<file path="config.mk">
export PLATFORM = sky130hd
export DESIGN_NAME = dmem_arbiter_flat
export DESIGN_NICKNAME = d
export VERILOG_FILES = /design/src/rtl/dmem_arb_pkg.sv /design/src/rtl/dmem_arbiter_if.sv /design/src/rtl/arb_rr2.sv /design/src/rtl/dmem_arbiter.sv /design/src/flat_wrapper.sv
export SDC_FILE = /design/constraint.sdc
export NUM_CORES = 1
export LEC_CHECK = 0
export CORE_MARGIN = 10
export CORE_UTILIZATION = 30
export CTS_CLUSTER_DIAMETER = 150
export DETAILED_ROUTE_END_ITERATION = 8
export GPL_ROUTABILITY_DRIVEN = 0
export GPL_TIMING_DRIVEN = 0
export HOLD_SLACK_MARGIN = 0.06
export PLACE_DENSITY = 0.86
export SYNTH_ARGS = -nofsm -noshare
export SYNTH_HDL_FRONTEND = slang
export SYNTH_HIERARCHICAL = 1
export SYNTH_SLANG_ARGS = --single-unit
</file>
<file path="constraint.sdc">
create_clock -name clk -period 2.6 [get_ports clk]
set_input_delay 0.39 -clock clk [delete_from_list [all_inputs] [get_ports clk]]
set_output_delay 0.39 -clock clk [all_outputs]
set_load 0.01 [all_outputs]
</file>
<file path="src/rtl/dmem_arb_pkg.sv">
// Shared types for the two-port data-memory arbiter.
package dmem_arb_pkg;

  typedef enum logic {
    ARB  = 1'b0,
    LOCK = 1'b1
  } arb_state_t;

  localparam int P_CPU = 0;
  localparam int P_DBG = 1;

endpackage

</file>
<file path="src/rtl/dmem_arbiter_if.sv">
// One requester port of the data-memory arbiter: request, accept and read response.
interface dmem_arbiter_if #(
  parameter int ADDR_W = 4,
  parameter int DATA_W = 16
);
  logic              valid;
  logic              we;
  logic [ADDR_W-1:0] addr;
  logic [DATA_W-1:0] wdata;
  logic              ready;
  logic              rvalid;
  logic [DATA_W-1:0] rdata;

  modport master (output valid, we, addr, wdata, input ready, rvalid, rdata);
  modport slave  (input valid, we, addr, wdata, output ready, rvalid, rdata);
endinterface

</file>
<file path="src/rtl/arb_rr2.sv">
// Combinational two-way round-robin pick: on contention the port that did not win last is granted.
module arb_rr2
  import dmem_arb_pkg::*;
(
  input  logic [1:0] valid,
  input  logic       last_grant,
  output logic [1:0] grant
);

  always_comb begin
    grant = valid;
    if (valid == 2'b11) begin
      grant = 2'b00;
      if (last_grant) grant[P_CPU] = 1'b1;
      else            grant[P_DBG] = 1'b1;
    end
  end

endmodule

</file>
<file path="src/rtl/dmem_arbiter.sv">
// Arbitrates CPU (port 0) and debug/DMA (port 1) onto one single-cycle data memory,
// with round-robin fairness and a bounded exclusive lock for port 1.
module dmem_arbiter
  import dmem_arb_pkg::*;
#(
  parameter int ADDR_W   = 4,
  parameter int DATA_W   = 16,
  parameter int LOCK_MAX = 8
) (
  input  logic              clk,
  input  logic              reset,
  dmem_arbiter_if.slave     p0,
  dmem_arbiter_if.slave     p1,
  input  logic              p1_lock,
  output logic              locked,
  output logic              mem_en,
  output logic              mem_we,
  output logic [ADDR_W-1:0] mem_addr,
  output logic [DATA_W-1:0] mem_wdata,
  input  logic [DATA_W-1:0] mem_rdata
);

  localparam int CNT_W = $clog2(LOCK_MAX + 1);

  arb_state_t       state, state_nxt;
  logic             last_grant, last_grant_nxt;
  logic [CNT_W-1:0] lock_cnt, lock_cnt_nxt;
  logic             rd_pend, rd_owner;
  logic [1:0]       rr_grant, grant;

  arb_rr2 u_rr (
    .valid      ({p1.valid, p0.valid}),
    .last_grant (last_grant),
    .grant      (rr_grant)
  );

  // Reset gates every grant so nothing is accepted while reset is low.
  always_comb begin
    grant = 2'b00;
    if (reset) begin
      if (state == LOCK) grant[P_DBG] = p1.valid;
      else               grant = rr_grant;
    end
  end

  assign p0.ready = grant[P_CPU];
  assign p1.ready = grant[P_DBG];
  assign mem_en   = |grant;
  assign locked   = reset && (state == LOCK);

  always_comb begin
    mem_we    = 1'b0;
    mem_addr  = '0;
    mem_wdata = '0;
    if (grant[P_DBG]) begin
      mem_we    = p1.we;
      mem_addr  = p1.addr;
      mem_wdata = p1.wdata;
    end else if (grant[P_CPU]) begin
      mem_we    = p0.we;
      mem_addr  = p0.addr;
      mem_wdata = p0.wdata;
    end
  end

  always_comb begin
    state_nxt      = state;
    last_grant_nxt = last_grant;
    lock_cnt_nxt   = lock_cnt;
    if (grant[P_CPU]) last_grant_nxt = 1'b0;
    if (grant[P_DBG]) last_grant_nxt = 1'b1;
    case (state)
      ARB: begin
        if (grant[P_DBG] && p1_lock) begin
          state_nxt    = LOCK;
          lock_cnt_nxt = '0;
        end
      end
      LOCK: begin
        lock_cnt_nxt = lock_cnt + 1'b1;
        // Leaving LOCK hands priority to the CPU for the next contended cycle.
        if (!p1_lock || lock_cnt == CNT_W'(LOCK_MAX - 1)) begin
          state_nxt      = ARB;
          last_grant_nxt = 1'b1;
        end
      end
      default: state_nxt = ARB;
    endcase
  end

  always_ff @(posedge clk) begin
    if (!reset) begin
      state      <= ARB;
      last_grant <= 1'b1;
      lock_cnt   <= '0;
      rd_pend    <= 1'b0;
      rd_owner   <= 1'b0;
    end else begin
      state      <= state_nxt;
      last_grant <= last_grant_nxt;
      lock_cnt   <= lock_cnt_nxt;
      rd_pend    <= mem_en && !mem_we;
      rd_owner   <= grant[P_DBG];
    end
  end

  assign p0.rvalid = reset && rd_pend && !rd_owner;
  assign p1.rvalid = reset && rd_pend && rd_owner;
  assign p0.rdata  = p0.rvalid ? mem_rdata : '0;
  assign p1.rdata  = p1.rvalid ? mem_rdata : '0;

endmodule

</file>
<file path="src/flat_wrapper.sv">
// flat-port wrapper written by rule: the top's interface ports become plain ports
module dmem_arbiter_flat import dmem_arb_pkg::*;
#(
  parameter int ADDR_W   = 4,
  parameter int DATA_W   = 16,
  parameter int LOCK_MAX = 8
)
  (clk, reset, p1_lock, locked, mem_en, mem_we, mem_addr, mem_wdata, mem_rdata, p0_valid, p0_we, p0_addr, p0_wdata, p0_ready, p0_rvalid, p0_rdata, p1_valid, p1_we, p1_addr, p1_wdata, p1_ready, p1_rvalid, p1_rdata);
  dmem_arbiter_if #(.ADDR_W(ADDR_W), .DATA_W(DATA_W)) p0_i ();
  dmem_arbiter_if #(.ADDR_W(ADDR_W), .DATA_W(DATA_W)) p1_i ();
  input  logic clk;
  input  logic reset;
  input  logic p1_lock;
  output logic locked;
  output logic mem_en;
  output logic mem_we;
  output logic [ADDR_W-1:0] mem_addr;
  output logic [DATA_W-1:0] mem_wdata;
  input  logic [DATA_W-1:0] mem_rdata;
  input wire logic [$bits(p0_i.valid)-1:0] p0_valid;
  input wire logic [$bits(p0_i.we)-1:0] p0_we;
  input wire logic [$bits(p0_i.addr)-1:0] p0_addr;
  input wire logic [$bits(p0_i.wdata)-1:0] p0_wdata;
  output wire logic [$bits(p0_i.ready)-1:0] p0_ready;
  output wire logic [$bits(p0_i.rvalid)-1:0] p0_rvalid;
  output wire logic [$bits(p0_i.rdata)-1:0] p0_rdata;
  input wire logic [$bits(p1_i.valid)-1:0] p1_valid;
  input wire logic [$bits(p1_i.we)-1:0] p1_we;
  input wire logic [$bits(p1_i.addr)-1:0] p1_addr;
  input wire logic [$bits(p1_i.wdata)-1:0] p1_wdata;
  output wire logic [$bits(p1_i.ready)-1:0] p1_ready;
  output wire logic [$bits(p1_i.rvalid)-1:0] p1_rvalid;
  output wire logic [$bits(p1_i.rdata)-1:0] p1_rdata;
  assign p0_i.valid = p0_valid;
  assign p0_i.we = p0_we;
  assign p0_i.addr = p0_addr;
  assign p0_i.wdata = p0_wdata;
  assign p0_ready = p0_i.ready;
  assign p0_rvalid = p0_i.rvalid;
  assign p0_rdata = p0_i.rdata;
  assign p1_i.valid = p1_valid;
  assign p1_i.we = p1_we;
  assign p1_i.addr = p1_addr;
  assign p1_i.wdata = p1_wdata;
  assign p1_ready = p1_i.ready;
  assign p1_rvalid = p1_i.rvalid;
  assign p1_rdata = p1_i.rdata;
  dmem_arbiter #(.ADDR_W(ADDR_W), .DATA_W(DATA_W), .LOCK_MAX(LOCK_MAX)) u_core (.clk(clk), .reset(reset), .p0(p0_i), .p1(p1_i), .p1_lock(p1_lock), .locked(locked), .mem_en(mem_en), .mem_we(mem_we), .mem_addr(mem_addr), .mem_wdata(mem_wdata), .mem_rdata(mem_rdata));
endmodule
</file>
* Word-level counts from Yosys, hierarchy flattened
Cells that the tools add are included.
Word-level totals: word-level logic and storage cells 44, memories 0, register bits after elaboration 8, output and inout bits 59, latch bits 0, memory bits (writable) 0, input port bits 63, memory bits (read-only) 0
Operators by class: $lt $le $gt $ge 0, muxes and demuxes 23, reduce and logical (&&, ||, !) cells 11, divide/modulo/power cells 0, equal/unequal tests 3, $mul 0, shift operators 0, add/sub/neg operators 1, bitwise gates (word level) 1
Operators with widths (number):
- $mux 16 | 4
- $mux 1 | 12
- $mux 4 | 3
- $pmux 4 s2 | 1
- $logic_and 1x1->1 | 6
- $add 4x1->4 const B | 1
- $eq 4x3->1 const B | 1
- $mux 2 | 2
- $logic_not 1->1 | 3
- $eq 2x2->1 const B | 1
- $ne 2x1->1 const B | 1
- $pmux 1 s2 | 1
- $reduce_or 2->1 | 1
- $logic_or 1x1->1 | 1
- $not 1->1 | 1

* Logic depth before layout (Yosys ltp)
word-level depth 8, mapped depth 7, mapped depth without buffers 5

* Cells and area by module
Netlist, hierarchy kept.
By module, submodules not included:
- dmem_arbiter | instances 1, cells each 151, area an instance 1078.5 sq um, sequential area each 160.2 sq um
- arb_rr2 | instances 1, cells each 3, area an instance 18.8 sq um, sequential area each 0.0 sq um

* Worst setup path after synthesis
No wires, ideal clock.
path kind input-to-output, start input p1_valid, end output mem_addr[0], data arrival time 1.496 ns, path buffers 1, slack 0.714 ns, required time 2.210 ns, cell stages on the path 5, cells stage by stage a21boi_0 -> mux2_2 -> nand2_8 -> buf_8 -> mux2i_1
Between the ends: longest elaborated chain between the ends 6, elaborated cells between the ends (all ways) 7, those cells by class eq/ne: 1; mux: 6
RTL lines:
- from (decl) | line flat_wrapper.sv:27 | input wire logic [$bits(p1_i.valid)-1:0] p1_valid;
- $eq 2x2->1 | line arb_rr2.sv:12 | if (valid == 2'b11) begin
- $mux 2 | line arb_rr2.sv:12
- $mux 1 | line dmem_arbiter.sv:41 | if (state == LOCK) grant[P_DBG] = p1.valid;
- $mux 2 (*) | line dmem_arbiter.sv:40 | if (reset) begin
- $mux 4 | line dmem_arbiter.sv:59 | end else if (grant[P_CPU]) begin
- $mux 4 (*) | line dmem_arbiter.sv:55 | if (grant[P_DBG]) begin
- to (decl) | line flat_wrapper.sv:17 | output logic [ADDR_W-1:0] mem_addr;
Mark *: on every way between the ends. The rest lies on a longest branch, timed or not.

* Final worst setup path
start input p0_valid, end output p0_ready
Between the ends: longest elaborated chain between the ends 4
RTL lines:
- from (decl) | line flat_wrapper.sv:20 | input wire logic [$bits(p0_i.valid)-1:0] p0_valid;
- $eq 2x2->1 | line arb_rr2.sv:12
- $mux 2 (*) | line arb_rr2.sv:12
- via u_core.rr_grant[0] | line dmem_arbiter.sv:29 | logic [1:0] rr_grant, grant;
- $mux 1 (*) | line dmem_arbiter.sv:41
- $mux 2 (*) | line dmem_arbiter.sv:40
- to (decl) | line flat_wrapper.sv:24 | output wire logic [$bits(p0_i.ready)-1:0] p0_ready;
Mark *: on every way through the listed nets, which the timed path passes. The rest lies on a longest branch.

==> metrics <==
die area=6480 um2; transition at the pin with the smallest max-transition slack=0.425 ns; leak pwr=1.24 nW; clock slew at the register clock pins of the worst setup and hold paths=~0.040 ns; Remaining Overflow, GRT=0; TritonCTS clock tree=built; worst path bufs/invs=4; std cell rows=21; starting utilization of the core area=0.319; Final ANT Viol Nets=0; Worst-Skew Late Latency=0.23 ns; Final setup violation count=0; share of synthesized registers carrying an async set or reset=0; VDD IR-drop max=0.000130 V; via count=1435; total core area=3440 um2; number of diodes added for antenna fixing=0; buffer levels on the longest clock path=2; total I/O pin count=122; post-DR vias/cell=approximately 4.4; fraction of power consumed by sequential logic=0.234; synth unique cells=28; clk sink count=8; wire length of the first global-routing pass=6880 um; post-route worst setup slack=around 0.070 ns; category of the most critical setup path=in2out; part of the total power dissipated in the clock network=0.262; number of synthesized flops with an enable pin=0; non-filler cells in the finished layout=around 320; final hold viol count=0; power spent charging and discharging nets=0.162 mW; register-to-register setup slack=between 1 and 1.5 ns; class of the tightest hold or removal check=in2reg; count of unresolved DRC violations after routing=0; Hold Worst Slack=~0.48 ns; dominant delay contributor by cell family on the critical path=buffers and inverters; share of total power consumed by net switching=0.285; number of pins with negative max-slew slack in the final report=0; most numerous cell types in the synthesized netlist=33 x and2_1, 27 x inv_1, 26 x nand2_1, 23 x mux2i_1, 8 x dfxtp_1; cell-by-cell trace of the critical path=clkdlybuf4s50_1 > a21boi_2 > and3b_1 > buf_6 > buf_8 > clkdlybuf4s50_1; pin count of the biggest net entering global routing=11; post-route minimum period=2.53 ns; worst slack at placement=-0.505 ns; port bufs=120; Area contributors post-synth=mux2i_1 21%, and2_1 19%, dfxtp_1 15%; internal power component=0.407 mW; per-cell routed wire length=~15 um; count of hold buffers inserted by post-cts repair=0; post-detail-place hpwl=4250 um; top cell type by total area after synthesis=mux2i_1; layout net count=344; end-of-flow core utilization=0.697; Post-Route Skew=0.00242 ns; maximum single-stage delay on the critical path=roughly 0.54 ns; worst rel slew slack=0.716; critical path fanouts, max=10; DRT iter0 DRCs=31; Yosys top cell area share=0.210; kind of start point of the critical path=input pin; combinational fraction of design power=0.504; number of warnings printed during yosys synthesis=6; number of placed instances with taps included=320; Area growth syn-to-layout=119%; number of global-route vias before repair=1449; post-synthesis average cell area=about 7.1 um2; Synthesized Nets=218; CTS H-tree depth=1; Fmax achieved=395 MHz; synthesized area=around 1100 um2; period utilization=0.973; share of post-route cells with drive strength above 1=0.0647; height of the die=80.5 um; global routing usage summed across all routing layers=0.134; status=completed; root buf cell=clkbuf_8; critical path capture point type=output port; power density cells=237 nW/um2; most frequent cell after synthesis=and2_1; Total Wirelength=4890 um; DR pass1 iterations=4; Critical Path AT=2.14 ns; setup repair after global routing missed its margin=false; cts bufs inserted=3; Critical Path RT=around 2.2 ns; share of synthesized area occupied by flip-flops and latches=0.146; cell type with the highest occurrence count on the critical path=clkdlybuf4s50_1; initial antenna violation count=0; die width=80.5 um; Maximum Capacitance Violations=0; Critical Path Slowest Stage Cell=clkdlybuf4s50_1; flip-flop and latch count after synthesis=8; most frequently used flop master after synthesis=dfxtp_1; synthesized netlist cell count=~150
==> power groups by stage <==
stage / Clock (mW) / Combinational (mW) / Sequential [mW]
CTS: 0.154 / 0.291 / 0.133
finish: 0.149 / 0.287 / 0.133
global placement: 0 / 0.300 / 0.134
floorplan: 0 / 0.116 / 0.133
global route: 0.163 / 0.310 / 0.133
detailed placement: 0 / 0.303 / 0.134
==> worst register-to-register path: cells and delay by family (launching register included) <==
kind,cells,cell delay [ns]
simple gates,2,0.25
mux,1,0.12
buf+inv,2,0.22
flops,1,0.41
compound gates,1,0.18
==> timing repair <==
action	in CTS	in global routing
resized for setup	27	2
setup buffers	1	0
endpoints found under the setup margin	23	11
==> state kept, by name, summed over array words and instances, names as in the netlist <==
name / count
u_core/lock_cnt: 4
u_core/last_grant: 1
u_core/rd_owner: 1
u_core/rd_pend: 1
u_core/state: 1
==> cell type report <==
class / count / area (um2)
Timing Repair Buffer: 121 / 1180
Tap cell: 46 / 57.6
Sequential cell: 8 / 160
Fill cell: 301 / 1040
Inverter: 27 / 101
Buffer: 10 / 104
Clock buffer: 3 / 41.3
Multi-Input combinational cell: 109 / 751
==> cell families after synthesis <==
logic type               share of synthesized area
AO/OA/AOI/OAI                               0.0718
adder cells (fa/ha/maj)                     0.0114
buffers and inverters                        0.187
flip-flops                                   0.146
multiplexers                                 0.220
AND/OR/NAND/NOR                              0.364
==> path summary, 6_finish.rpt <==
path                                    startpoint                 end  depth (start not counted)
worst max-delay path                      p0_valid            p0_ready                          6
worst min-delay path                         reset  u_core/lock_cnt[0]                          2
worst max register to register   u_core/last_grant      u_core/rd_pend                          6
worst min register to register  u_core/lock_cnt[3]  u_core/lock_cnt[3]                          1
==> per-stage QoR <==
step	instance area, um2	setup TNS [ns]	power [mW]
after floorplan	1100	0	0.249
after global placement	2360	-9.64	0.434
after detailed placement	2360	-9.95	0.437
after CTS	2400	0	0.577
after global routing	2400	0	0.606
final	2400	0	0.569
==> per-layer routing <==
metal	vias up	routed length [um]	share of wire	GRT usage
met1	600	1930	0.39	0.127
met2	104	2090	0.43	0.232
met4	0	21	0.0043	0.0423
met3	2	854	0.17	0.0880
met5	-	0	0	0
li1	729	-	-	-
==> placed cells by master (no fill, tap or decap) <==
cell / n
nand2_1: 26
nand2_8: 1
a311oi_1: 2
ha_1: 1
and3b_1: 1
mux2_4: 1
o21bai_1: 1
a41oi_1: 1
o211ai_1: 1
buf_6: 3
nor3_1: 2
buf_8: 3
inv_1: 27
nand2b_1: 2
buf_4: 3
mux2i_1: 23
clkdlybuf4s50_1: 97
and2_1: 33
dlygate4sd2_1: 21
dlymetal6s2s_1: 1
nor2b_1: 1
clkdlybuf4s15_1: 1
buf_2: 2
and3_1: 1
nand4b_1: 1
dfxtp_1: 8
a21o_1: 1
a21boi_2: 1
clkbuf_8: 3
nand3_1: 3
nor2_1: 2
a21oi_1: 3
a21boi_4: 1
Power figures use the tool's default switching activity.
